`src/rtl/dvp_frame_gen.sv`:
```
// OV5640-style DVP stand-in: emits vsync/href/RGB565 byte frames (bars, gradient, solid,
// bouncing box) with every pin registered one clock behind the frame FSM and counters.
`timescale 1ns/1ps
module dvp_frame_gen #(
  parameter int          H_ACTIVE  = 800,
  parameter int          V_ACTIVE  = 480,
  parameter int          H_BLANK   = 64,
  parameter int          VS_LINES  = 2,
  parameter int          V_BACK    = 4,
  parameter int          V_FRONT   = 4,
  parameter int          BOX_SIZE  = 32,
  parameter int          BOX_STEP  = 4,
  parameter logic [15:0] BOX_COLOR = 16'hF800
) (
  input  logic        clk,
  input  logic        rst,
  input  logic        enable,
  input  logic [1:0]  mode,
  input  logic [15:0] solid_color,
  output logic        cam_vsync,
  output logic        cam_href,
  output logic [7:0]  cam_data,
  output logic        frame_done,
  output logic [9:0]  box_x,
  output logic [9:0]  box_y
);

  localparam int LT    = 2 * H_ACTIVE + H_BLANK;
  localparam int CW    = $clog2(LT);
  localparam int LW    = $clog2(VS_LINES + V_BACK + V_ACTIVE + V_FRONT + 1);
  localparam int BAR_W = H_ACTIVE / 8;
  localparam int BW    = $clog2(BAR_W + 1);

  localparam logic [CW-1:0]     LAST_COL = CW'(LT - 1);
  localparam logic [CW-1:0]     ACT_COLS = CW'(2 * H_ACTIVE);
  localparam logic signed [10:0] STEP_S  = 11'(BOX_STEP);
  localparam logic signed [10:0] X_LIM   = 11'(H_ACTIVE - BOX_SIZE);
  localparam logic signed [10:0] Y_LIM   = 11'(V_ACTIVE - BOX_SIZE);

  typedef enum logic [2:0] {S_IDLE, S_VSYNC, S_VBACK, S_ACTIVE, S_VFRONT} state_t;

  state_t          state_q, state_d;
  logic [CW-1:0]   col_q, col_d;
  logic [LW-1:0]   line_q, line_d;
  logic [BW-1:0]   bar_cnt_q, bar_cnt_d;
  logic [2:0]      bar_idx_q, bar_idx_d;
  logic [1:0]      mode_q, mode_d;
  logic [15:0]     color_q, color_d;
  logic [9:0]      box_x_q, box_x_d, box_y_q, box_y_d;
  logic            dir_x_q, dir_x_d, dir_y_q, dir_y_d;
  logic            vsync_q, vsync_d, href_q, href_d, done_q, done_d;
  logic [7:0]      data_q, data_d;

  logic [LW-1:0]   last_line;
  logic            line_end, frame_end, in_cols, in_box;
  logic [5:0]      px6;
  logic [10:0]     px11, y11, bx11, by11;
  logic [15:0]     pixel;

  // Returns {new_dir, new_pos}; dir=1 means moving toward 0.
  function automatic logic [10:0] step_axis(input logic [9:0] pos, input logic dir_neg,
                                            input logic signed [10:0] lim);
    logic signed [10:0] n;
    n = dir_neg ? $signed({1'b0, pos}) - STEP_S : $signed({1'b0, pos}) + STEP_S;
    if (n > lim)    return {1'b1, lim[9:0]};
    else if (n[10]) return {1'b0, 10'd0};
    else            return {dir_neg, n[9:0]};
  endfunction

  always_comb begin
    case (state_q)
      S_VSYNC:  last_line = LW'(VS_LINES - 1);
      S_VBACK:  last_line = LW'(V_BACK - 1);
      S_ACTIVE: last_line = LW'(V_ACTIVE - 1);
      default:  last_line = LW'(V_FRONT - 1);
    endcase
  end

  assign line_end  = (col_q == LAST_COL) && (line_q == last_line);
  assign frame_end = line_end && ((state_q == S_VFRONT) ||
                                  ((state_q == S_ACTIVE) && (V_FRONT == 0)));
  assign in_cols   = col_q < ACT_COLS;

  assign px6  = 6'(col_q >> 1);
  assign px11 = 11'(col_q >> 1);
  assign y11  = 11'(line_q);
  assign bx11 = {1'b0, box_x_q};
  assign by11 = {1'b0, box_y_q};
  assign in_box = (px11 >= bx11) && (px11 < bx11 + 11'(BOX_SIZE)) &&
                  (y11 >= by11) && (y11 < by11 + 11'(BOX_SIZE));

  always_comb begin
    pixel = 16'h0000;
    case (mode_q)
      2'd0: begin
        case (bar_idx_q)
          3'd0: pixel = 16'hFFFF;
          3'd1: pixel = 16'hFFE0;
          3'd2: pixel = 16'h07FF;
          3'd3: pixel = 16'h07E0;
          3'd4: pixel = 16'hF81F;
          3'd5: pixel = 16'hF800;
          3'd6: pixel = 16'h001F;
          default: pixel = 16'h0000;
        endcase
      end
      2'd1:    pixel = {px6[4:0], px6, px6[4:0]};
      2'd2:    pixel = color_q;
      default: pixel = in_box ? BOX_COLOR : 16'h0000;
    endcase
  end

  always_comb begin
    state_d   = state_q;
    col_d     = col_q;
    line_d    = line_q;
    bar_cnt_d = bar_cnt_q;
    bar_idx_d = bar_idx_q;
    mode_d    = mode_q;
    color_d   = color_q;
    box_x_d   = box_x_q;
    box_y_d   = box_y_q;
    dir_x_d   = dir_x_q;
    dir_y_d   = dir_y_q;

    if (state_q != S_IDLE) begin
      col_d = col_q + CW'(1);
      if (col_q == LAST_COL) begin
        col_d  = '0;
        line_d = line_q + LW'(1);
        if (line_q == last_line) begin
          line_d = '0;
          case (state_q)
            S_VSYNC:  state_d = (V_BACK > 0) ? S_VBACK : S_ACTIVE;
            S_VBACK:  state_d = S_ACTIVE;
            S_ACTIVE: if (V_FRONT > 0) state_d = S_VFRONT;
            default:  state_d = state_q;
          endcase
        end
      end
    end

    // Bar position advances after each pixel's low byte; cleared every line end.
    if ((state_q == S_ACTIVE) && in_cols && col_q[0]) begin
      if (bar_cnt_q == BW'(BAR_W - 1)) begin
        bar_cnt_d = '0;
        bar_idx_d = bar_idx_q + 3'd1;
      end else begin
        bar_cnt_d = bar_cnt_q + BW'(1);
      end
    end
    if (col_q == LAST_COL) begin
      bar_cnt_d = '0;
      bar_idx_d = '0;
    end

    if ((state_q == S_IDLE) || frame_end) begin
      if (enable) begin
        state_d = S_VSYNC;
        col_d   = '0;
        line_d  = '0;
        mode_d  = mode;
        color_d = solid_color;
        if (mode == 2'd3) begin
          {dir_x_d, box_x_d} = step_axis(box_x_q, dir_x_q, X_LIM);
          {dir_y_d, box_y_d} = step_axis(box_y_q, dir_y_q, Y_LIM);
        end
      end else begin
        state_d = S_IDLE;
        col_d   = '0;
        line_d  = '0;
      end
    end

    vsync_d = (state_q == S_VSYNC);
    href_d  = (state_q == S_ACTIVE) && in_cols;
    data_d  = href_d ? (col_q[0] ? pixel[7:0] : pixel[15:8]) : 8'h00;
    done_d  = frame_end;
  end

  always_ff @(posedge clk or posedge rst) begin
    if (rst) begin
      state_q   <= S_IDLE;
      col_q     <= '0;
      line_q    <= '0;
      bar_cnt_q <= '0;
      bar_idx_q <= '0;
      mode_q    <= '0;
      color_q   <= '0;
      box_x_q   <= '0;
      box_y_q   <= '0;
      dir_x_q   <= 1'b0;
      dir_y_q   <= 1'b0;
      vsync_q   <= 1'b0;
      href_q    <= 1'b0;
      data_q    <= '0;
      done_q    <= 1'b0;
    end else begin
      state_q   <= state_d;
      col_q     <= col_d;
      line_q    <= line_d;
      bar_cnt_q <= bar_cnt_d;
      bar_idx_q <= bar_idx_d;
      mode_q    <= mode_d;
      color_q   <= color_d;
      box_x_q   <= box_x_d;
      box_y_q   <= box_y_d;
      dir_x_q   <= dir_x_d;
      dir_y_q   <= dir_y_d;
      vsync_q   <= vsync_d;
      href_q    <= href_d;
      data_q    <= data_d;
      done_q    <= done_d;
    end
  end

  assign cam_vsync  = vsync_q;
  assign cam_href   = href_q;
  assign cam_data   = data_q;
  assign frame_done = done_q;
  assign box_x      = box_x_q;
  assign box_y      = box_y_q;

endmodule

```
`config.mk`:
```
export PLATFORM = sky130hd
export DESIGN_NAME = dvp_frame_gen
export DESIGN_NICKNAME = d
export VERILOG_FILES = /design/src/rtl/dvp_frame_gen.sv
export SDC_FILE = /design/constraint.sdc
export NUM_CORES = 1
export LEC_CHECK = 0
export CELL_PAD_IN_SITES_DETAIL_PLACEMENT = 1
export CELL_PAD_IN_SITES_GLOBAL_PLACEMENT = 1
export CORE_ASPECT_RATIO = 1.2
export CORE_UTILIZATION = 41
export DETAILED_ROUTE_END_ITERATION = 6
export PLACE_DENSITY = 0.89
export SETUP_SLACK_MARGIN = 0.5
export SLEW_MARGIN = 20
export SYNTH_ARGS = -nofsm -noshare
export SYNTH_HDL_FRONTEND = slang
export SYNTH_SLANG_ARGS = --single-unit
```
`constraint.sdc`:
```
create_clock -name clk -period 2.7 [get_ports clk]
set_input_delay 0.54 -clock clk [delete_from_list [all_inputs] [get_ports clk]]
set_output_delay 0.54 -clock clk [all_outputs]
set_load 0.1 [all_outputs]
```
# Word level (Yosys, flattened, before mapping)

Cells that the tools add are included.

$lt $le $gt $ge: 7
Equal/unequal tests: 16
Add/subtract/negate cells: 10
Mux-type cells: 31
Reductions and logical operators: 27

Operators by type and width:

| cell                  | count |
|---|---|
| $pmux 16 s7           | 1 |
| $mux 11               | 9 |
| $pmux 16 s3           | 1 |
| $mux 9                | 4 |
| $add 10x3->11 const B | 2 |
| $add 10x6->11 const B | 2 |
| $sub 10x3->11 const B | 2 |
| $mux 3                | 7 |
| $mux 7                | 3 |
| $pmux 9 s2            | 1 |
| $mux 16               | 1 |
| $mux 8                | 2 |
| $reduce_bool 2->1     | 7 |
| $eq 3x2->1 const B    | 4 |
| $eq 3x3->1 const B    | 4 |
| $reduce_and 4->1      | 3 |
| $add 11x1->11 const B | 1 |
| $eq 11x11->1 const B  | 1 |
| $gt 11x10->1 const B  | 1 |
| $gt 11x11->1 const B  | 1 |
| $lt 10x11->1          | 1 |
| $lt 11x11->1 const B  | 1 |
| $lt 9x11->1           | 1 |
| $ge 10x10->1          | 1 |
| 19 further kinds      | 30 |

Register bits after elaboration: 84
Word-level logic and storage cells: 106
Output and inout port bits: 31
Bits of input ports: 21

# Depth between registers and ports, before layout

Gate-level depths: netlist of the first run.

Word-level depth: 9
Depth in mapped cells: 10
Gate-level depth less buffers: 10

# Worst setup path before layout of the first run

Ideal clock, no wire load.

Path type: reg2reg
Start point: register box_x_q[2], in the netlist box_x[2]
End point: register box_x_q[2], in the netlist box_x[2]
Data required time: 2.542 ns
Buffers on the path: 0
Setup time: 0.158 ns
Cell stages (with the launch flop): 8
Setup slack: -0.321 ns
Clock period less this slack: 3.021 ns
Data arrival time: 2.863 ns
Cells stage by stage: dfrtp_1 fa_1 a211oi_1 nor2_1 xnor2_1 and4_1 a2111oi_2 o22ai_1

Word-level cells in the longest chain between the ends: 4
Elaborated cells on any way between the ends: 6
Those cells by class: add/sub: 2; order compare: 1; mux: 3

RTL lines:

| element                                               | line   | text |
|---|---|---|
| start, declared                                       | 49     | `logic [9:0] box_x_q, box_x_d, box_y_q, box_y_d;` |
| start signal, assigned                                | 206    | `box_x_q <= box_x_d;` |
| $add 10x3->11 / $sub 10x3->11 (equally long branches) | 64     | `n = dir_neg ? $signed({1'b0, pos}) - STEP_S : $signed({1'b0, pos}) + STEP_S;` |
| $mux 11 *                                             | 64     |  |
| $gt 11x11->1 / $mux 11 (equally long branches)        | 65, 66 |  |
| $mux 11 *                                             | 65     | `if (n > lim) return {1'b1, lim[9:0]};` |

Mark *: on every way between the ends. The rest lies on a longest branch, timed or not. The select of a mux whose other input is x is not followed.
A chain may end at the register's enable or synchronous reset.

# Worst setup path after layout of the first run

Start point: register state_q[2]
End point: register box_x_q[4], in the netlist box_x[4]

Word-level cells in the longest chain between the ends: 7
Elaborated cells on any way between the ends: 10
Those cells by class: eq/ne: 4; mux: 1; reduce/logical: 5

RTL lines:

| element                                         | line | text |
|---|---|---|
| start, declared                                 | 42   | `state_t state_q, state_d;` |
| start signal, assigned                          | 199  | `state_q <= state_d;` |
| $eq 3x2->1 / $eq 3x1->1 (equally long branches) | 71   | `case (state_q)` |
| $pmux 9 s2                                      | 71   |  |
| $eq 9x9->1                                      | 79   | `assign line_end = (col_q == LAST_COL) && (line_q == last_line);` |
| $logic_and 1x1->1                               | 79   |  |
| $logic_and 1x1->1                               | 80   | `assign frame_end = line_end && ((state_q == S_VFRONT) \|\|` |
| $logic_or 1x1->1 *                              | 157  | `if ((state_q == S_IDLE) \|\| frame_end) begin` |
| $reduce_and 3->1 (no source line) *             | n/a  |  |

Mark *: on every way between the ends. The rest lies on a longest branch, timed or not.

==> metrics.md, run 1 <==
| Metric | Value |
|---|---|
| Wirelength, routed | 18.6 mm |
| Setup clock skew after layout | 10.7 ps |
| Number of enable flip-flop cells after synthesis | 0 |
| Placeable core area | 12,800 um^2 |
| Category of the critical setup timing path | flip-flop to flip-flop |
| Cell breakdown of the critical path | nand3b_1 > or3_4 > a2111oi_4 > o2111ai_4 > buf_12 > o41ai_4 |
| Vias in the first global route | 5,402 |
| Net Switching | 584 uW |
| Wire length per cell after detailed routing | 22.3 um |
| Share of post-route cells with drive strength above 1 | 32.8% |
| Vias per cell | 6.00 |
| Global-route wire length before repair | 27.8 mm |
| Reg-to-reg startpoint | state_q[2]$_DFFE_PP0P_ |
| Source-to-sink clock delay at the later pin of the worst-skew pair | 360 ps |
| Clock-pin slew on the worst setup and hold paths | 70 ps |
| Cell area power density | 352 nW/um^2 |
| Mux contribution to synthesized area | 4.55% |
| Switching Share | 22.6% |
| Data arrival time of the worst path | 2780 ps |
| Final design instance area without fill | 7340 um^2 |
| CP max stage cell | sky130_fd_sc_hd__a2111oi_4 |
| Starting utilization of the core area | 42.3% |
| H-tree depth | 3 |
| Leading post-synthesis cells by instance count | 80 x sky130_fd_sc_hd__dfrtp_1, 51 x sky130_fd_sc_hd__ha_1, 46 x sky130_fd_sc_hd__nand2_1 |
| Number of antenna diodes | 0 |
| Post-synthesis instance total | 572 |
| Vertical die dimension | 128 um |
| Max frequency | 393 MHz |
| Placer's final routability congestion estimate | 0.851 |
| IO Count | 52 |
| Dominant combinational cell family by area after synthesis | compound AO/OA/AOI/OAI gates |
| Clock tree from TritonCTS | built |
| Number of antenna violations at the first check in global routing | 0 |
| Share of power burned in combinational logic | 3.5% |
| Final period utilization | 94.3% |
| Number of rows in the core area | 45 |
| Fraction of synthesized cell area in xor and xnor cells | 6.63% |
| Violation count after the first detailed-routing iteration | 339 |
| Adder-cell share of the synthesized area | 12.5% |
| Post-synthesis sequential element count | 80 |
| Total congestion overflow after global routing | 0 |
| Final Worst Setup Slack | 155 ps |
| Port-buffer cells | 47 |
| Area share of the largest cell type after synthesis | 37.0% |
| Top area cells in the synthesized netlist | sky130_fd_sc_hd__dfrtp_1 37%, sky130_fd_sc_hd__ha_1 12%, sky130_fd_sc_hd__xnor2_1 3.4%, sky130_fd_sc_hd__xor2_1 3.2%, sky130_fd_sc_hd__nand2_1 3.2% |
| Cell area after placement | 6250 um^2 |
| Final min period | 2540 ps |
| Area fraction in and, or, nand and nor cells after synthesis | 16.5% |
| Launch point of the worst path | state_q[2]$_DFFE_PP0P_ |
| Register-to-Register Path Depth | 6 |
| Routed vias | 4,989 |
| Actual transition at the worst max-transition pin | 798 ps |
| Synth Cell Area | 5410 um^2 |
| Most instantiated flip-flop cell in the synthesis netlist | sky130_fd_sc_hd__dfrtp_1 |
| Final slew viol count | 0 |
| Internal power | 2.00 mW |
| Min-Delay Startpoint | color_q[6]$_DFFE_PP0P_ |
| Post-synthesis average cell area | 9.46 um^2 |
| DRC viols | 0 |
| Yosys top cell by area | sky130_fd_sc_hd__dfrtp_1 |
| Max capacitance violation total | 0 |
| Cell variety after synth | 65 |
| Clk pwr share | 50.1% |
| Area grow syn2layout | 35.7% |
| Relative max-transition margin | 46.7% |
| Reported leakage power | 3.42 nW |
| Library cell used as clock root buffer | sky130_fd_sc_hd__clkbuf_16 |
| Total Negative Setup Slacks | 0 ps |
| Die span in x | 107 um |
| Run status | completed |
| Highest cell delay on the worst timing path | 520 ps |
| Required arrival time at the worst endpoint | 2940 ps |
| Maximum clock path buffer count | 2 |
| Maximum number of pins on one net before global-route repair | 34 |
| Post-synth ARST share | 100% |
| End of the worst register-to-register path | box_x[4]$_DFFE_PP0P_ |
| Highest ir drop seen on vdd | 0.000276 V |
| Final hold violations | 0 |
| Post-CTS Hold Fix Bufs | 0 |
| Count of synthesis-stage warnings from yosys | 0 |
| Leading cell type by number of instances after synthesis | sky130_fd_sc_hd__dfrtp_1 |
| CTS Sinks | 80 |
| Number of nets still failing antenna checks after routing | 0 |
| Total half-perimeter wirelength after legalization and detailed placement | 11.9 mm |
| Largest driver fanout on the critical path | 7 |
| TritonCTS buffer count | 9 |
| Type of origin of the critical path | flip-flop |
| Worst setup slack for register-to-register paths | 160 ps |
| Sequential share of the synthesized area | 37.0% |
| Final design utilization | 57.5% |
| DIE AREA | 13,700 um^2 |
| Final setup violation count | 0 |
| Fraction of the mapped netlist area in compound gates | 18.3% |
| Hold Crit Class | flip-flop to flip-flop |
| Unrepaired setup endpoints after global routing | true |
| Global-route usage over all layers | 26.7% |
| Portion of total power attributed to sequential cells | 46.4% |
| Critical Path Sink Type | flip-flop |
| Count of fill cells added during filler insertion | 1,364 |
| Post-layout net count | 736 |
| Crit path to | box_x[4]$_DFFE_PP0P_ |
| Pre-CTS setup slack | 142 ps |
| First-pass iteration count of the detailed router | 5 |
| Overall power of the completed layout | 2.58 mW |
-- how the worst min path moves through the flow --
stage,endpoint,cells after the start,slack (ps)
global route,color_q[6]$_DFFE_PP0P_,1,530
finish,color_q[6]$_DFFE_PP0P_,1,510
floorplan,color_q[13]$_DFFE_PP0P_,1,460
global placement,color_q[3]$_DFFE_PP0P_,1,480
CTS,color_q[6]$_DFFE_PP0P_,1,520
detailed placement,color_q[2]$_DFFE_PP0P_,1,500
-- repair_timing --
item | 4_1_cts | 5_1_grt
pin swaps | 31 | 30
setup buffers | 21 | 8
gates cloned | 0 | 4
gates resized for setup | 55 | 52
endpoints found under the setup margin | 58 | 58
-- cells in the final DEF, fill, tap and decap left out, drive strengths merged, types with 3 or more instances in the layout --
cell type	instances
nand3b	5
o31ai	4
o21bai	4
o21ai	32
and2	4
and3	7
clkinv	3
a221oi	5
ha	51
a22oi	6
dfrtp	80
o41ai	8
nand2b	5
clkbuf	14
inv	31
conb	4
a2111oi	4
nor3	11
nor2b	6
buf	75
clkdlybuf4s50	20
mux2	18
nand4	9
nand3	23
a21oi	28
o21a	7
nand2	49
or3	7
xnor2	21
nor3b	3
a211oi	8
a21o	8
nor2	45
a31oi	9
xor2	20
o22ai	7
-- kinds of logic (layout without fill, tap and decap cells) --
kind of cell,after synthesis,after routing
AO/OA/AOI/OAI,143,143
XOR/XNOR,41,41
adder cells (fa/ha/maj),53,53
buffers and inverters,55,145
flip-flops,80,80
multiplexers,19,19
other,1,4
AND/OR/NAND/NOR,180,182
-- power groups by stage --
stage | Clock (mW) | Sequential, mW | Combinational [mW]
after CTS | 1.30 | 1.20 | 0.0915
after floorplan | 0 | 1.22 | 0.0468
after detailed placement | 0 | 1.22 | 0.0908
after global placement | 0 | 1.22 | 0.0882
after global routing | 1.35 | 1.20 | 0.0981
final | 1.29 | 1.20 | 0.0915
-- metal layers --
| layer | global-route usage [%] | share of wire [%] | vias up |
|---|---|---|---|
| met2 | 50.4 | 54 | 175 |
| met3 | 5.13 | 3.9 | 70 |
| met1 | 27.6 | 37 | 2507 |
| met5 | 0 | 0 | - |
| li1 | - | - | 2237 |
| met4 | 13.7 | 4.8 | 0 |
-- layout make-up --
type                    count  area (um^2)  area share (%)
flip-flops and latches     80         2060            28.1
well taps                 164          205            2.79
clock buffers              12          256            3.49
multi-input cells         442         3760            51.2
repair buffers             97          882            12.0
clock inverters             4         52.6           0.716
inverters                  32          124            1.69
-- worst max-delay path: cells and delay by family, from the launching register on --
family | cells | cell delay (ps)
AND/OR/NAND/NOR | 2 | 570
buffers and inverters | 1 | 260
flip-flops | 1 | 410
AO/OA/AOI/OAI | 3 | 1180
-- state kept, by name, indices dropped and copies added, names as in the netlist --
name        count
color_q        16
col_q          11
state_q         3
cam_href        1
cam_data        8
dir_x_q         1
bar_cnt_q       7
box_x           8
bar_idx_q       3
box_y           8
mode_q          2
frame_done      1
dir_y_q         1
line_q          9
cam_vsync       1
-- through the flow --
step                      hold WS (ps)  cells
final                              512    831
after global routing               526    831
after CTS                          516    819
after detailed placement           500    782
after global placement             479    782
after floorplan                    464    575
Power figures use the tool's default switching activity.
==> inputs of run 2 (changes only) <==
--- a/config.mk
+++ b/config.mk
@@ -10,7 +10,7 @@
 export CORE_ASPECT_RATIO = 1.2
 export CORE_UTILIZATION = 41
 export DETAILED_ROUTE_END_ITERATION = 6
-export PLACE_DENSITY = 0.89
+export PLACE_DENSITY = 0.85
 export SETUP_SLACK_MARGIN = 0.5
 export SLEW_MARGIN = 20
 export SYNTH_ARGS = -nofsm -noshare
==> metrics.md, run 2 (synthesis results as in run 1) <==
| Metric | Value |
|---|---|
| Source-to-sink clock delay at the later pin of the worst-skew pair | 350 ps |
| Violation count after the first detailed-routing iteration | 221 |
| Met2 layer usage reported by global route | 50.4% |
| Max frequency | 395 MHz |
| Library cell used as clock root buffer | sky130_fd_sc_hd__clkbuf_16 |
| Most common cell after layout, fill and taps aside | sky130_fd_sc_hd__buf_4 |
| Clock tree from TritonCTS | built |
| Footprint of the multi-input gates | 3690 um^2 |
| Most frequent cells in the layout | 81 x sky130_fd_sc_hd__buf_4, 50 x sky130_fd_sc_hd__dfrtp_1, 45 x sky130_fd_sc_hd__nand2_1 |
| Number of rows in the core area | 45 |
| Hold Crit Class | flip-flop to flip-flop |
| Vias per cell | 5.91 |
| Sequential Area | 2070 um^2 |
| Type of origin of the critical path | flip-flop |
| Filler-free cell count of the finished design | 842 |
| Actual transition at the worst max-transition pin | 552 ps |
| Unrepaired setup endpoints after global routing | true |
| Relative max-transition margin | 63.2% |
| Count of fill cells added during filler insertion | 1,361 |
| Post-CTS Hold Fix Bufs | 0 |
| IO Count | 52 |
| Cell area power density | 336 nW/um^2 |
| Final min period | 2530 ps |
| Global-route wire length before repair | 28.5 mm |
| Placer's final routability congestion estimate | 0.819 |
| Total congestion overflow after global routing | 0 |
| Vertical die dimension | 128 um |
| Reported leakage power | 3.40 nW |
| Final design utilization | 57.7% |
| Setup clock skew after layout | 7.04 ps |
| Max capacitance violation total | 0 |
| Final setup violation count | 0 |
| Run status | completed |
| Post-layout net count | 747 |
| Share of post-route cells with drive strength above 1 | 33.2% |
| Maximum number of pins on one net before global-route repair | 37 |
| Met3 usage | 4.47% |
| Largest register by flop count | color_q |
| Wire length per cell after detailed routing | 21.6 um |
| Critical Path Sink Type | flip-flop |
| Peak-usage layer in the global routing report | met2 |
| Number of antenna diodes | 0 |
| CTS Sinks | 80 |
| DRC viols | 0 |
| Maximum clock path buffer count | 2 |
| Final hold violations | 0 |
| First-pass iteration count of the detailed router | 5 |
| Port-buffer cells | 47 |
| Clock-pin slew on the worst setup and hold paths | 60 ps |
| Flip-flop count of the largest register, all copies and words added | 16 |
| Vias in the first global route | 5,434 |
| Number of nets still failing antenna checks after routing | 0 |
| DIE AREA | 13,700 um^2 |
| Largest driver fanout on the critical path | 5 |
| Required arrival time at the worst endpoint | 2940 ps |
| Global routing usage on met1 | 29.9% |
| TritonCTS buffer count | 9 |
| Final period utilization | 93.7% |
| Category of the critical setup timing path | flip-flop to flip-flop |
| Total Negative Setup Slacks | 0 ps |
| H-tree depth | 3 |
| Wirelength, routed | 18.2 mm |
| Highest ir drop seen on vdd | 0.000280 V |
| Final slew viol count | 0 |
| Number of antenna violations at the first check in global routing | 0 |
| Cell count after placement | 779 |
| Total half-perimeter wirelength after legalization and detailed placement | 11.1 mm |
| Global-route usage over all layers | 27.3% |
| Largest registers | color_q: 16 flops, col_q: 11 flops, line_q: 9 flops |
| Placeable core area | 12,800 um^2 |
| Area grow syn2layout | 36.2% |
| Starting utilization of the core area | 42.3% |
| Data arrival time of the worst path | 2770 ps |
| Routed vias | 4,977 |
| Die span in x | 107 um |
run 2: repair_timing:
| item | in CTS | in global routing |
|---|---|---|
| cloned | 2 | 0 |
| endpoints found under the setup margin | 56 | 51 |
| gates resized for setup | 57 | 50 |
| pin swaps | 26 | 26 |
| hold endpoints to repair | 0 | 0 |
| buffers inserted | 35 | 10 |
run 2: where the power goes:
| part | switching [mW] | internal (mW) | leakage (nW) | total, mW |
|---|---|---|---|---|
| Sequential | 0 | 1.20 | 1.02 | 1.20 |
| Combinational | 0.0558 | 0.0297 | 2.23 | 0.0855 |
| Clock | 0.493 | 0.697 | 0.139 | 1.19 |
run 2: path summary, 6_finish.rpt:
| check | depth (start not counted) | from | slack (ps) | endpoint |
|---|---|---|---|---|
| worst max register to register | 7 | box_y[3]$_DFFE_PP0P_ | 170 | box_y[4]$_DFFE_PP0P_ |
| worst min-delay path | 1 | color_q[3]$_DFFE_PP0P_ | 500 | color_q[3]$_DFFE_PP0P_ |
| worst max-delay path | 7 | box_y[3]$_DFFE_PP0P_ | 170 | box_y[4]$_DFFE_PP0P_ |
| max in group asynchronous | 3 | rst | 1410 | mode_q[1]$_DFFE_PP0P_ |
| min in group asynchronous | 2 | rst | 590 | dir_x_q$_DFFE_PP0P_ |
| worst min register to register | 1 | color_q[3]$_DFFE_PP0P_ | 500 | color_q[3]$_DFFE_PP0P_ |
run 2: metrics by stage:
| stage | cell area (um^2) | hold slack (ps) | total power [mW] | setup slack (ps) |
|---|---|---|---|---|
| after floorplan | 5600 | 464 | 1.27 | 282 |
| after CTS | 7100 | 504 | 2.49 | 302 |
| after global placement | 6210 | 483 | 1.31 | 210 |
| after global routing | 7370 | 519 | 2.53 | 105 |
| after detailed placement | 6210 | 490 | 1.31 | 116 |
| final | 7370 | 499 | 2.47 | 170 |
run 2: worst max-delay path, stage by stage (launching register included):
cell and delay, ps:
sky130_fd_sc_hd__dfrtp_4 530, sky130_fd_sc_hd__fa_2 450, sky130_fd_sc_hd__a211oi_4 350, sky130_fd_sc_hd__o21bai_1 130, sky130_fd_sc_hd__a21oi_1 230, sky130_fd_sc_hd__xnor2_1 140, sky130_fd_sc_hd__a31o_4 290, sky130_fd_sc_hd__o41ai_2 300
run 2: metal layers:
metal / vias to the layer above / routed length (um)
met5: - / 0
met4: 0 / 774
met3: 61 / 706
met2: 156 / 9880
met1: 2502 / 6800
li1: 2258 / -
run 2: cell type report:
type / instances / area share (%)
multi-input combinational: 440 / 50.1
sequential: 80 / 28.1
timing repair buffer: 110 / 13.3
clock buffer: 14 / 3.72
tap: 164 / 2.78
inverter: 32 / 1.78
clock inverter: 2 / 0.170
==> inputs of run 3 (changes only) <==
--- a/config.mk
+++ b/config.mk
@@ -7,7 +7,6 @@
 export LEC_CHECK = 0
 export CELL_PAD_IN_SITES_DETAIL_PLACEMENT = 1
 export CELL_PAD_IN_SITES_GLOBAL_PLACEMENT = 1
-export CORE_ASPECT_RATIO = 1.2
 export CORE_UTILIZATION = 41
 export DETAILED_ROUTE_END_ITERATION = 6
 export PLACE_DENSITY = 0.85
==> metrics.md, run 3 (synthesis results as in run 1) <==
| Metric | Value |
|---|---|
| Run status | complete, but fails checks |
| TritonCTS buffer count | 9 |
| Share of power burned in combinational logic | 3.5% |
| Final min period | 2750 ps |
| Overall power of the completed layout | 2.54 mW |
| Violated checks | negative setup slack |
| Port-buffer cells | 47 |
| Critical Path Sink Type | flip-flop |
| Register-to-Register Path Depth | 8 |
| Clock-pin slew on the worst setup and hold paths | 70 ps |
| Vertical die dimension | 117 um |
| Final setup violation count | 3 |
| End of the worst register-to-register path | box_x[3]$_DFFE_PP0P_ |
| Category of the critical setup timing path | flip-flop to flip-flop |
| Total half-perimeter wirelength after legalization and detailed placement | 11.0 mm |
| Net Switching | 680 uW |
| Type of origin of the critical path | flip-flop |
| Max capacitance violation total | 0 |
| Worst setup slack for register-to-register paths | -50 ps |
| Share of post-route cells with drive strength above 1 | 35.4% |
| Global-route usage over all layers | 31.0% |
| Switching Share | 26.8% |
| IO Count | 52 |
| Final hold violations | 0 |
| Highest ir drop seen on vdd | 0.000351 V |
| Highest routed metal layer | met4 |
| Vias per cell | 6.55 |
| Source-to-sink clock delay at the later pin of the worst-skew pair | 360 ps |
| Internal power | 1.86 mW |
| Starting utilization of the core area | 42.5% |
| Relative max-transition margin | 59.5% |
| Placer's final routability congestion estimate | 0.864 |
| Number of antenna violations at the first check in global routing | 0 |
| Met3 layer wire length in the routed design | 1.66 mm |
| Die span in x | 117 um |
| Fin Hold WS | 505 ps |
| Library cell used as clock root buffer | sky130_fd_sc_hd__clkbuf_16 |
| Count of fill cells added during filler insertion | 1,360 |
| Post-CTS Hold Fix Bufs | 0 |
| CP max stage cell | sky130_fd_sc_hd__dfrtp_4 |
| Portion of total power attributed to sequential cells | 47.1% |
| Max frequency | 363 MHz |
| Final period utilization | 102% |
| Maximum number of pins on one net before global-route repair | 81 |
| Filler-free cell count of the finished design | 850 |
| Unrepaired setup endpoints after global routing | true |
| Setup clock skew after layout | 9.21 ps |
| Sum of met2 wire segment lengths after detailed routing | 12.0 mm |
| Pre-CTS setup slack | 206 ps |
| Destination of the worst hold path | color_q[3]$_DFFE_PP0P_ |
| H-tree depth | 3 |
| Number of nets still failing antenna checks after routing | 0 |
| Number of antenna diodes | 0 |
| Cell breakdown of the critical path | ha_1 > o21ai_0 > o21bai_1 > a21oi_1 > xor2_2 > a2111oi_4 > buf_6 > o41ai_4 |
| Clock tree from TritonCTS | built |
| Total Negative Setup Slacks | -101 ps |
| Global-route wire length before repair | 31.7 mm |
| Worst hold path stage count | 1 |
| Post-layout net count | 747 |
| CTS Sinks | 80 |
| Most frequent cells in the layout | 74 x sky130_fd_sc_hd__buf_4, 55 x sky130_fd_sc_hd__dfrtp_1, 44 x sky130_fd_sc_hd__nor2_1 |
| Most common cell after layout, fill and taps aside | sky130_fd_sc_hd__buf_4 |
| Hold Crit Class | flip-flop to flip-flop |
| Final slew viol count | 0 |
| Flip-flop count of the largest register, all copies and words added | 16 |
| Total congestion overflow after global routing | 0 |
| Wire length per cell after detailed routing | 29.4 um |
| Min-Delay Startpoint | color_q[3]$_DFFE_PP0P_ |
| Placeable core area | 12,700 um^2 |
| Number of rows in the core area | 41 |
| Wirelength, routed | 25.0 mm |
| Actual transition at the worst max-transition pin | 606 ps |
| Largest driver fanout on the critical path | 6 |
| Reg-to-reg startpoint | box_x[4]$_DFFE_PP0P_ |
| Routed vias | 5,568 |
| Maximum clock path buffer count | 2 |
| Largest registers | color_q: 16 flops, col_q: 11 flops, line_q: 9 flops |
| Final Worst Setup Slack | -51.1 ps |
| Area grow syn2layout | 40.0% |
| Largest register by flop count | color_q |
| Launch point of the worst path | box_x[4]$_DFFE_PP0P_ |
| Reported leakage power | 3.46 nW |
| Highest cell delay on the worst timing path | 510 ps |
| Cell count after placement | 789 |
| Data arrival time of the worst path | 2990 ps |
| Wl on met1 | 9.80 mm |
| Required arrival time at the worst endpoint | 2940 ps |
| DIE AREA | 13,700 um^2 |
| Vias in the first global route | 5,672 |
| Clk pwr share | 49.4% |
| DRC viols | 0 |
| Cell area power density | 336 nW/um^2 |
| Violation count after the first detailed-routing iteration | 590 |
| First-pass iteration count of the detailed router | 6 |
-- run 3: timing repair --
action,in CTS,in global routing
endpoints found under the setup margin,60,60
buffers inserted,25,16
pin swaps,22,32
hold endpoints to repair,0,0
gates cloned,3,1
resized for setup,66,73
-- run 3: worst max-delay path by stage --
stage | end | slack, ps | depth (start not counted)
floorplan | box_x[2]$_DFFE_PP0P_ | 280 | 7
global placement | box_x[2]$_DFFE_PP0P_ | 260 | 7
detailed placement | box_y[4]$_DFFE_PP0P_ | 210 | 7
CTS | box_x[6]$_DFFE_PP0P_ | 280 | 8
global route | dir_x_q$_DFFE_PP0P_ | -90 | 8
finish | box_x[3]$_DFFE_PP0P_ | -50 | 8
-- run 3: cell type report --
type / count / area (um^2) / share of cell area (%)
Tap cell: 172 / 215 / 2.84
Clock inverter: 7 / 55.1 / 0.727
Timing Repair Buffer: 109 / 1010 / 13.4
Sequential cell: 80 / 2060 / 27.2
Clock buffer: 9 / 225 / 2.97
Inverter: 32 / 136 / 1.80
Multi-Input combinational cell: 441 / 3870 / 51.1
-- run 3: power by group through the flow --
stage / Combinational (mW) / Sequential (mW) / Clock, mW
global route: 0.0950 / 1.20 / 1.28
CTS: 0.0874 / 1.20 / 1.19
floorplan: 0.0468 / 1.22 / 0
detailed placement: 0.0865 / 1.22 / 0
finish: 0.0895 / 1.20 / 1.26
global placement: 0.0846 / 1.22 / 0
-- run 3: worst max-delay path, delay by kind of cell, from the launching register on --
family / cells / cell delay, ps
buffers and inverters: 1 / 180
xor gates and xnor gates: 1 / 290
adders and majority gates: 1 / 420
DFF: 1 / 510
AOI/OAI and AO/OA: 5 / 1220
-- run 3: metal layers --
metal	GRT usage [%]	vias to the layer above
li1	-	2263
met1	36.8	2809
met2	53.0	369
met3	5.05	127
met4	18.3	0
met5	0	-
-- run 3: stage by stage --
stage | instance area [um^2] | utilization [%]
6_report | 7580 | 59.5
5_1_grt | 7580 | 59.5
4_1_cts | 7090 | 55.8
3_5_place_dp | 6240 | 49.0
3_3_place_gp | 6240 | 49.0
2_1_floorplan | 5600 | -
